<file path="config.mk">
export PLATFORM = sky130hd
export DESIGN_NAME = abs_diff_sad_seq
export DESIGN_NICKNAME = d
export VERILOG_FILES = /design/src/rtl/abs_diff_sad_seq.sv
export SDC_FILE = /design/constraint.sdc
export NUM_CORES = 1
export LEC_CHECK = 0
export BUFFER_PORTS_ARGS = -buffer_cell sky130_fd_sc_hd__buf_2
export CORE_MARGIN = 2
export CORE_UTILIZATION = 52
export CTS_BUF_LIST = sky130_fd_sc_hd__clkbuf_8 sky130_fd_sc_hd__clkbuf_16
export DETAILED_ROUTE_END_ITERATION = 7
export GPL_TIMING_DRIVEN = 0
export PLACE_DENSITY = 0.8
export RECOVER_POWER = 50
export SKIP_LAST_GASP = 1
export SYNTH_ARGS = -nofsm -noshare
export SYNTH_HDL_FRONTEND = slang
export SYNTH_SLANG_ARGS = --single-unit
</file>
<file path="constraint.sdc">
create_clock -name clk -period 2.8 [get_ports clk]
set_clock_uncertainty 0.15 [all_clocks]
set_input_delay 0.56 -clock clk [delete_from_list [all_inputs] [get_ports clk]]
set_output_delay 0.56 -clock clk [all_outputs]
set_load 0.01 [all_outputs]
</file>
<file path="src/rtl/abs_diff_sad_seq.sv">
// abs_diff_sad_seq: time-shares one external combinational 8-bit abs_diff unit to compute
// the sum of absolute differences over a block of N_PAIRS operand pairs.
// Optional error monitor: define ABS_DIFF_ERRMON_EN to accumulate |exact - ad_r| into err_sum.
module abs_diff_sad_seq #(
  parameter int unsigned N_PAIRS = 16,
  parameter int unsigned ACC_W   = 13
) (
  input  logic             clk,
  input  logic             rst,
  input  logic             start,
  input  logic             abort,
  input  logic             in_valid,
  output logic             in_ready,
  input  logic [7:0]       in_a,
  input  logic [7:0]       in_b,
  output logic [7:0]       ad_a,
  output logic [7:0]       ad_b,
  input  logic [8:0]       ad_r,
  output logic             sad_valid,
  input  logic             sad_ready,
  output logic [ACC_W-1:0] sad,
  output logic [ACC_W-1:0] err_sum,
  output logic             busy
);

  localparam int unsigned CntW = $clog2(N_PAIRS);

  typedef enum logic [1:0] {StIdle, StRun, StDrain, StDone} state_e;

  state_e           state_q, state_d;
  logic [CntW-1:0]  cnt_q, cnt_d;
  logic [7:0]       ad_a_q, ad_a_d, ad_b_q, ad_b_d;
  logic             s1_valid_q, s1_valid_d;
  logic [ACC_W-1:0] acc_q, acc_d, sad_q, sad_d;
  logic             accept, acc_clr, acc_add;

  // Abort blocks acceptance in the same cycle so a discarded block never loads ad_a/ad_b.
  assign in_ready  = (state_q == StRun) && !abort;
  assign accept    = in_valid && in_ready;
  assign sad_valid = (state_q == StDone);
  assign busy      = (state_q != StIdle);
  assign ad_a      = ad_a_q;
  assign ad_b      = ad_b_q;
  assign sad       = sad_q;

  // Accumulator clear/add conditions shared with the error accumulator.
  assign acc_clr = abort || ((state_q == StIdle) && start);
  assign acc_add = s1_valid_q && (state_q != StIdle);

  // Accumulator next state: the pair registered last cycle is summed this cycle.
  always_comb begin
    acc_d = acc_q;
    if (acc_clr) begin
      acc_d = '0;
    end else if (acc_add) begin
      acc_d = acc_q + ACC_W'(ad_r);
    end
    // Capture the final sum on the DRAIN->DONE step; held until the next block completes.
    sad_d = sad_q;
    if ((state_q == StDrain) && !abort) begin
      sad_d = acc_d;
    end
  end

  // Sequencer next state and operand registers.
  always_comb begin
    state_d    = state_q;
    cnt_d      = cnt_q;
    s1_valid_d = 1'b0;
    ad_a_d     = ad_a_q;
    ad_b_d     = ad_b_q;
    case (state_q)
      StIdle: begin
        if (start) begin
          cnt_d   = '0;
          state_d = StRun;
        end
      end
      StRun: begin
        if (accept) begin
          ad_a_d     = in_a;
          ad_b_d     = in_b;
          s1_valid_d = 1'b1;
          if (cnt_q == CntW'(N_PAIRS - 1)) begin
            cnt_d   = '0;
            state_d = StDrain;
          end else begin
            cnt_d = cnt_q + 1'b1;
          end
        end
      end
      StDrain: state_d = StDone;
      StDone: begin
        if (sad_ready) begin
          state_d = StIdle;
        end
      end
      default: state_d = StIdle;
    endcase
    if (abort) begin
      state_d    = StIdle;
      s1_valid_d = 1'b0;
      cnt_d      = '0;
    end
  end

  // State registers with synchronous reset.
  always_ff @(posedge clk) begin
    if (rst) begin
      state_q    <= StIdle;
      cnt_q      <= '0;
      s1_valid_q <= 1'b0;
      ad_a_q     <= '0;
      ad_b_q     <= '0;
      acc_q      <= '0;
      sad_q      <= '0;
    end else begin
      state_q    <= state_d;
      cnt_q      <= cnt_d;
      s1_valid_q <= s1_valid_d;
      ad_a_q     <= ad_a_d;
      ad_b_q     <= ad_b_d;
      acc_q      <= acc_d;
      sad_q      <= sad_d;
    end
  end

`ifdef ABS_DIFF_ERRMON_EN
  logic [ACC_W-1:0] err_q, err_d;
  logic [8:0]       exact, err_pair;

  // Exact reference from the operand registers and per-pair deviation of the shared unit.
  always_comb begin
    exact    = (ad_a_q >= ad_b_q) ? {1'b0, ad_a_q - ad_b_q} : {1'b0, ad_b_q - ad_a_q};
    err_pair = (exact >= ad_r) ? (exact - ad_r) : (ad_r - exact);
    err_d    = err_q;
    if (acc_clr) begin
      err_d = '0;
    end else if (acc_add) begin
      err_d = err_q + ACC_W'(err_pair);
    end
  end

  // Error accumulator register.
  always_ff @(posedge clk) begin
    if (rst) begin
      err_q <= '0;
    end else begin
      err_q <= err_d;
    end
  end

  assign err_sum = err_q;
`else
  assign err_sum = '0;
`endif

endmodule

</file>
Yosys cells after proc, flatten, opt, wreduce, memory -nomap -nowiden

Cells that the tools add are included.
Widths: inputs -> output; s select.

Logic and storage cells: 45
Bits in registers: 49
Input bits: 31

Bitwise logic cells: 1
Reduce and logical (&&, ||, !) cells: 15
Mux-type cells: 12
Add/subtract/negate cells: 2
Eq/ne operators: 8

Operators by type and width:

| cell                | number |
|---|---|
| $mux 13             | 2 |
| $add 13x9->13       | 1 |
| $mux 4              | 3 |
| $mux 2              | 4 |
| $pmux 2 s4          | 1 |
| $pmux 4 s2          | 1 |
| $logic_and 1x1->1   | 5 |
| $add 4x1->4 const B | 1 |
| $eq 2x2->1 const B  | 2 |
| $eq 4x4->1 const B  | 1 |
| $ne 2x1->1 const B  | 2 |
| $ne 2x2->1 const B  | 2 |
| $reduce_and 4->1    | 1 |
| $reduce_bool 2->1   | 2 |
| $reduce_and 3->1    | 1 |
| $reduce_or 3->1     | 1 |
| $eq 2x1->1 const B  | 1 |
| $logic_not 2->1     | 1 |
| $reduce_and 2->1    | 1 |
| $reduce_or 2->1     | 1 |
| $logic_not 1->1     | 1 |
| $logic_or 1x1->1    | 1 |
| $mux 1              | 1 |
| $not 1->1           | 1 |

Depth between registers and ports, before layout

Depth after elaboration: 5
Mapped depth: 9
Gate-level depth less buffers: 7

Least setup slack after synthesis

Ideal clock, no wire load.

Kind: input to register
From: input port ad_r[0]
To: register sad_q[6], in the netlist sad[6]
Buffers on the path: 0
Slack: 556 ps
Arrival time: 1,975 ps
Stages on the path: 7
Cells stage by stage: ha_1 fa_1 nand3_1 a21oi_4 or3_1 a31oi_1 o21ai_1

Word-level cells in the longest chain between the ends: 3

RTL lines:

| item                   | RTL line | RTL |
|---|---|---|
| start: declaration     | 18       | `input logic [8:0] ad_r,` |
| $add 13x9->13          | 56       | `acc_d = acc_q + ACC_W'(ad_r);` |
| $mux 13                | 55       | `end else if (acc_add) begin` |
| $mux 13                | 53       | `if (acc_clr) begin` |
| end signal: assignment | 116      | `sad_q <= '0;` |
| end signal: assignment | 124      | `sad_q <= sad_d;` |
| end: declaration       | 34       | `logic [ACC_W-1:0] acc_q, acc_d, sad_q, sad_d;` |

No other way between the ends.
A chain may end at the register's enable or synchronous reset.

Worst setup path after layout

From: register state_q[1]
To: output port in_ready

Word-level cells in the longest chain between the ends: 2

RTL lines:

| item                     | RTL line | RTL |
|---|---|---|
| start: declaration       | 30       | `state_e state_q, state_d;` |
| start signal: assignment | 110      | `state_q <= StIdle;` |
| start signal: assignment | 118      | `state_q <= state_d;` |
| $eq 2x1->1               | 38       | `assign in_ready = (state_q == StRun) && !abort;` |
| $logic_and 1x1->1        | 38       |  |
| end: declaration         | 13       | `output logic in_ready,` |

No other way between the ends.

==> results.rst <==
.. list-table::
   :header-rows: 1

   * - Metric
     - Value
   * - Fin crit share
     - 82.24%
   * - Worst hold slack after final layout
     - 0.2874 ns
   * - DRC marker count from the first detailed-route iteration
     - 90
   * - Number of sinks driven by the clock tree
     - 49
   * - Height of the die
     - 75.27 um
   * - Tightest slew margin relative to the limit
     - 45.83%
   * - Yosys Warn Count
     - 0
   * - Timing-limited maximum frequency
     - 0.4343 GHz
   * - Worst-skew pair later-pin latency
     - 0.31 ns
   * - Largest fanout on the critical path
     - 10
   * - Register area
     - 980.9 um^2
   * - Clock tree from TritonCTS
     - done
   * - Type of element launching the critical path
     - flop
   * - Time the worst path needs with I/O delays and setup
     - 2.303 ns
   * - Number of cells upsized or downsized after cts
     - 0
   * - Detailed-placement wirelength estimate
     - 4422 um
   * - Crit Path Category
     - reg2out
   * - Synthesized instance count
     - 328
   * - Std-Cell Rows
     - 25
   * - Vias after detailed routing
     - 2488
   * - Total power
     - 1282 uW
   * - Boundary Pins
     - 76
   * - Setup repair after global routing missed its margin
     - no
   * - Final setup violating endpoints
     - 0
   * - Class of the most critical hold timing path
     - reg2reg
   * - Total congestion overflow after global routing
     - 0
   * - Initial core utilization
     - 54.83%
   * - Leading cell types in the layout, fill and taps excluded
     - 67 x sky130_fd_sc_hd__nand2_1, 49 x sky130_fd_sc_hd__dfxtp_1, 38 x sky130_fd_sc_hd__clkbuf_1, 38 x sky130_fd_sc_hd__buf_2, 35 x sky130_fd_sc_hd__a21oi_1
   * - Hold Fails Final Rpt
     - 0
   * - Clock-pin slew on the worst setup and hold paths
     - 0.10 ns
   * - Count of filler cells inserted in the layout
     - 470
   * - Via density per instance
     - 5.227
   * - Width of the die
     - 75.27 um
   * - Clock buffer depth
     - 2
   * - Tot GR Track Use
     - 21.71%
   * - Most frequent standard cell in the layout excluding fill and tap cells
     - sky130_fd_sc_hd__nand2_1
   * - Max_cap viols
     - 0
   * - Post-synthesis to final-layout area growth
     - 18.62%
   * - Port Buffer Count
     - 61
   * - Number of inserted diodes
     - 0
   * - Main synth FF type
     - sky130_fd_sc_hd__dfxtp_1
   * - Area of the die
     - 5666 um^2
   * - Post-DRT Antenna Nets
     - 0
   * - Number of storage elements in the synthesis netlist
     - 49
   * - Root buffer cell
     - sky130_fd_sc_hd__clkbuf_8
   * - Setup repair bufs after CTS
     - 0
   * - CP required
     - 2.09 ns
   * - Count of flip-flops with a built-in enable after synthesis
     - 0
   * - Post-cts hold buffer count
     - 0
   * - Core Util, Final
     - 65.04%
   * - Pin count of the biggest net entering global routing
     - 18
   * - Number of distinct library cells after synthesis
     - 52
   * - # DRC
     - 0
   * - Proportion of synthesized chip area in sequential cells
     - 37.14%
   * - CORE AREA
     - 4817 um^2
   * - Max-slew violation count
     - 0
   * - Worst vdd rail ir drop
     - 301.9 uV
   * - Netlist Area Pre-Place
     - 2641 um^2
   * - Number of buffers added by the clock tree synthesis step
     - 5
   * - Async set or reset register ratio after synthesis
     - 0%
   * - Average detailed-routed wire length per instance
     - 12.41 um
   * - Static leakage
     - 0.001278 uW
   * - Detailed Route WL
     - 5909 um
   * - Number of nets in the layout
     - 455
   * - Setup TNS after final layout
     - 0 ns
   * - Mapped Avg Cell Area
     - 8.053 um^2
   * - Critical Path Sink Type
     - output pin
   * - Layout cell share with drive strength beyond 1
     - 15.65%
   * - Status
     - completed
   * - Area taken by multi-input logic gates
     - 1513 um^2
   * - Number of global-route vias before repair
     - 2197
   * - Endpoint arrival time on the critical path
     - 1.59 ns
   * - Transition time at the pin with the least slew margin
     - 0.8095 ns
   * - Wire length of the first global-routing pass
     - 9515 um
   * - Number of H-tree branching levels
     - 2
   * - Pwr per Cell Area
     - 409.0 nW/um^2
   * - GPL Wtd Cong
     - 0.8832
   * - Length of the first detailed-routing pass in iterations
     - 4
   * - Initial antenna violation count
     - 0
## metal layers
layer	up-vias	track usage (%)	part of all wire, %
met5	-	0	0
met4	0	5.263	1.0
met3	7	4.819	6.8
met2	81	38.89	48
met1	1127	26.49	44
li1	1273	-	-
## metrics by stage
step | setup slack (ns) | instances | instance area (um^2)
after global routing | 0.3069 | 476 | 3133
final | 0.4973 | 476 | 3133
after CTS | 0.4792 | 476 | 3171
after global placement | 0.3229 | 468 | 3075
after floorplan | 0.5561 | 340 | 2686
after detailed placement | 0.3056 | 468 | 3075
## sequential cells by signal (all words and copies together), names as in the netlist
signal,flops
acc_q,13
ad_b,8
ad_a,8
sad,13
s1_valid_q,1
state_q,2
cnt_q,4
## cells in the mapped netlist, types with 3 or more instances
cell / instances / area [um^2]
sky130_fd_sc_hd__a21oi_1: 35 / 175.2
sky130_fd_sc_hd__nor3_1: 6 / 30.03
sky130_fd_sc_hd__mux2i_1: 9 / 90.09
sky130_fd_sc_hd__ha_1: 15 / 187.7
sky130_fd_sc_hd__nor2_1: 17 / 63.81
sky130_fd_sc_hd__clkbuf_1: 8 / 30.03
sky130_fd_sc_hd__nand4_1: 3 / 18.77
sky130_fd_sc_hd__o211ai_1: 5 / 37.54
sky130_fd_sc_hd__buf_4: 14 / 105.1
sky130_fd_sc_hd__a21o_1: 6 / 45.04
sky130_fd_sc_hd__or3_1: 3 / 18.77
sky130_fd_sc_hd__nor2b_1: 8 / 50.05
sky130_fd_sc_hd__buf_2: 7 / 35.03
sky130_fd_sc_hd__nand2_1: 67 / 251.5
sky130_fd_sc_hd__o21ai_0: 13 / 65.06
sky130_fd_sc_hd__nand3_1: 9 / 45.04
sky130_fd_sc_hd__dfxtp_1: 49 / 980.9
sky130_fd_sc_hd__a211oi_1: 3 / 22.52
sky130_fd_sc_hd__inv_1: 6 / 22.52
sky130_fd_sc_hd__nand2b_1: 7 / 43.79
## final cells by class
| type | instances | area share (%) |
|---|---|---|
| sequential | 49 | 31.31 |
| inverter | 6 | 0.7189 |
| clock buffer | 5 | 2.196 |
| timing repair buffer | 61 | 8.546 |
| clock inverter | 3 | 0.8387 |
| tap | 67 | 2.676 |
| multi-input combinational | 256 | 48.28 |
| buffer | 29 | 5.431 |
## worst paths after layout
check	slack [ns]	cells past startpoint	from	endpoint
worst min register to register	0.29	2	sad[7]	sad[7]
worst min-delay path	0.29	2	sad[7]	sad[7]
worst max-delay path	0.50	5	state_q[1]	in_ready
worst max register to register	0.50	8	state_q[1]	sad[1]
## cells by family after synthesis
logic type / share of synthesized area (%)
simple gates: 23.59
compound gates: 19.57
flops: 37.14
buf+inv: 7.295
fa+ha+maj: 7.864
mux: 3.411
xor+xnor: 0.9950
other cells: 0.1420
## critical path, cell delays in order (launching register included)
cell	delay, ns
sky130_fd_sc_hd__dfxtp_1	0.35
sky130_fd_sc_hd__inv_1	0.11
sky130_fd_sc_hd__ha_1	0.19
sky130_fd_sc_hd__clkbuf_1	0.31
sky130_fd_sc_hd__nor2b_1	0.19
sky130_fd_sc_hd__buf_2	0.14
## power breakdown
part	internal, uW	switching [uW]
Combinational	57.5	76.7
Clock	182	260
Sequential	702	3.27
Total	941	340
No activity file was read; power rests on OpenSTA's default activity.
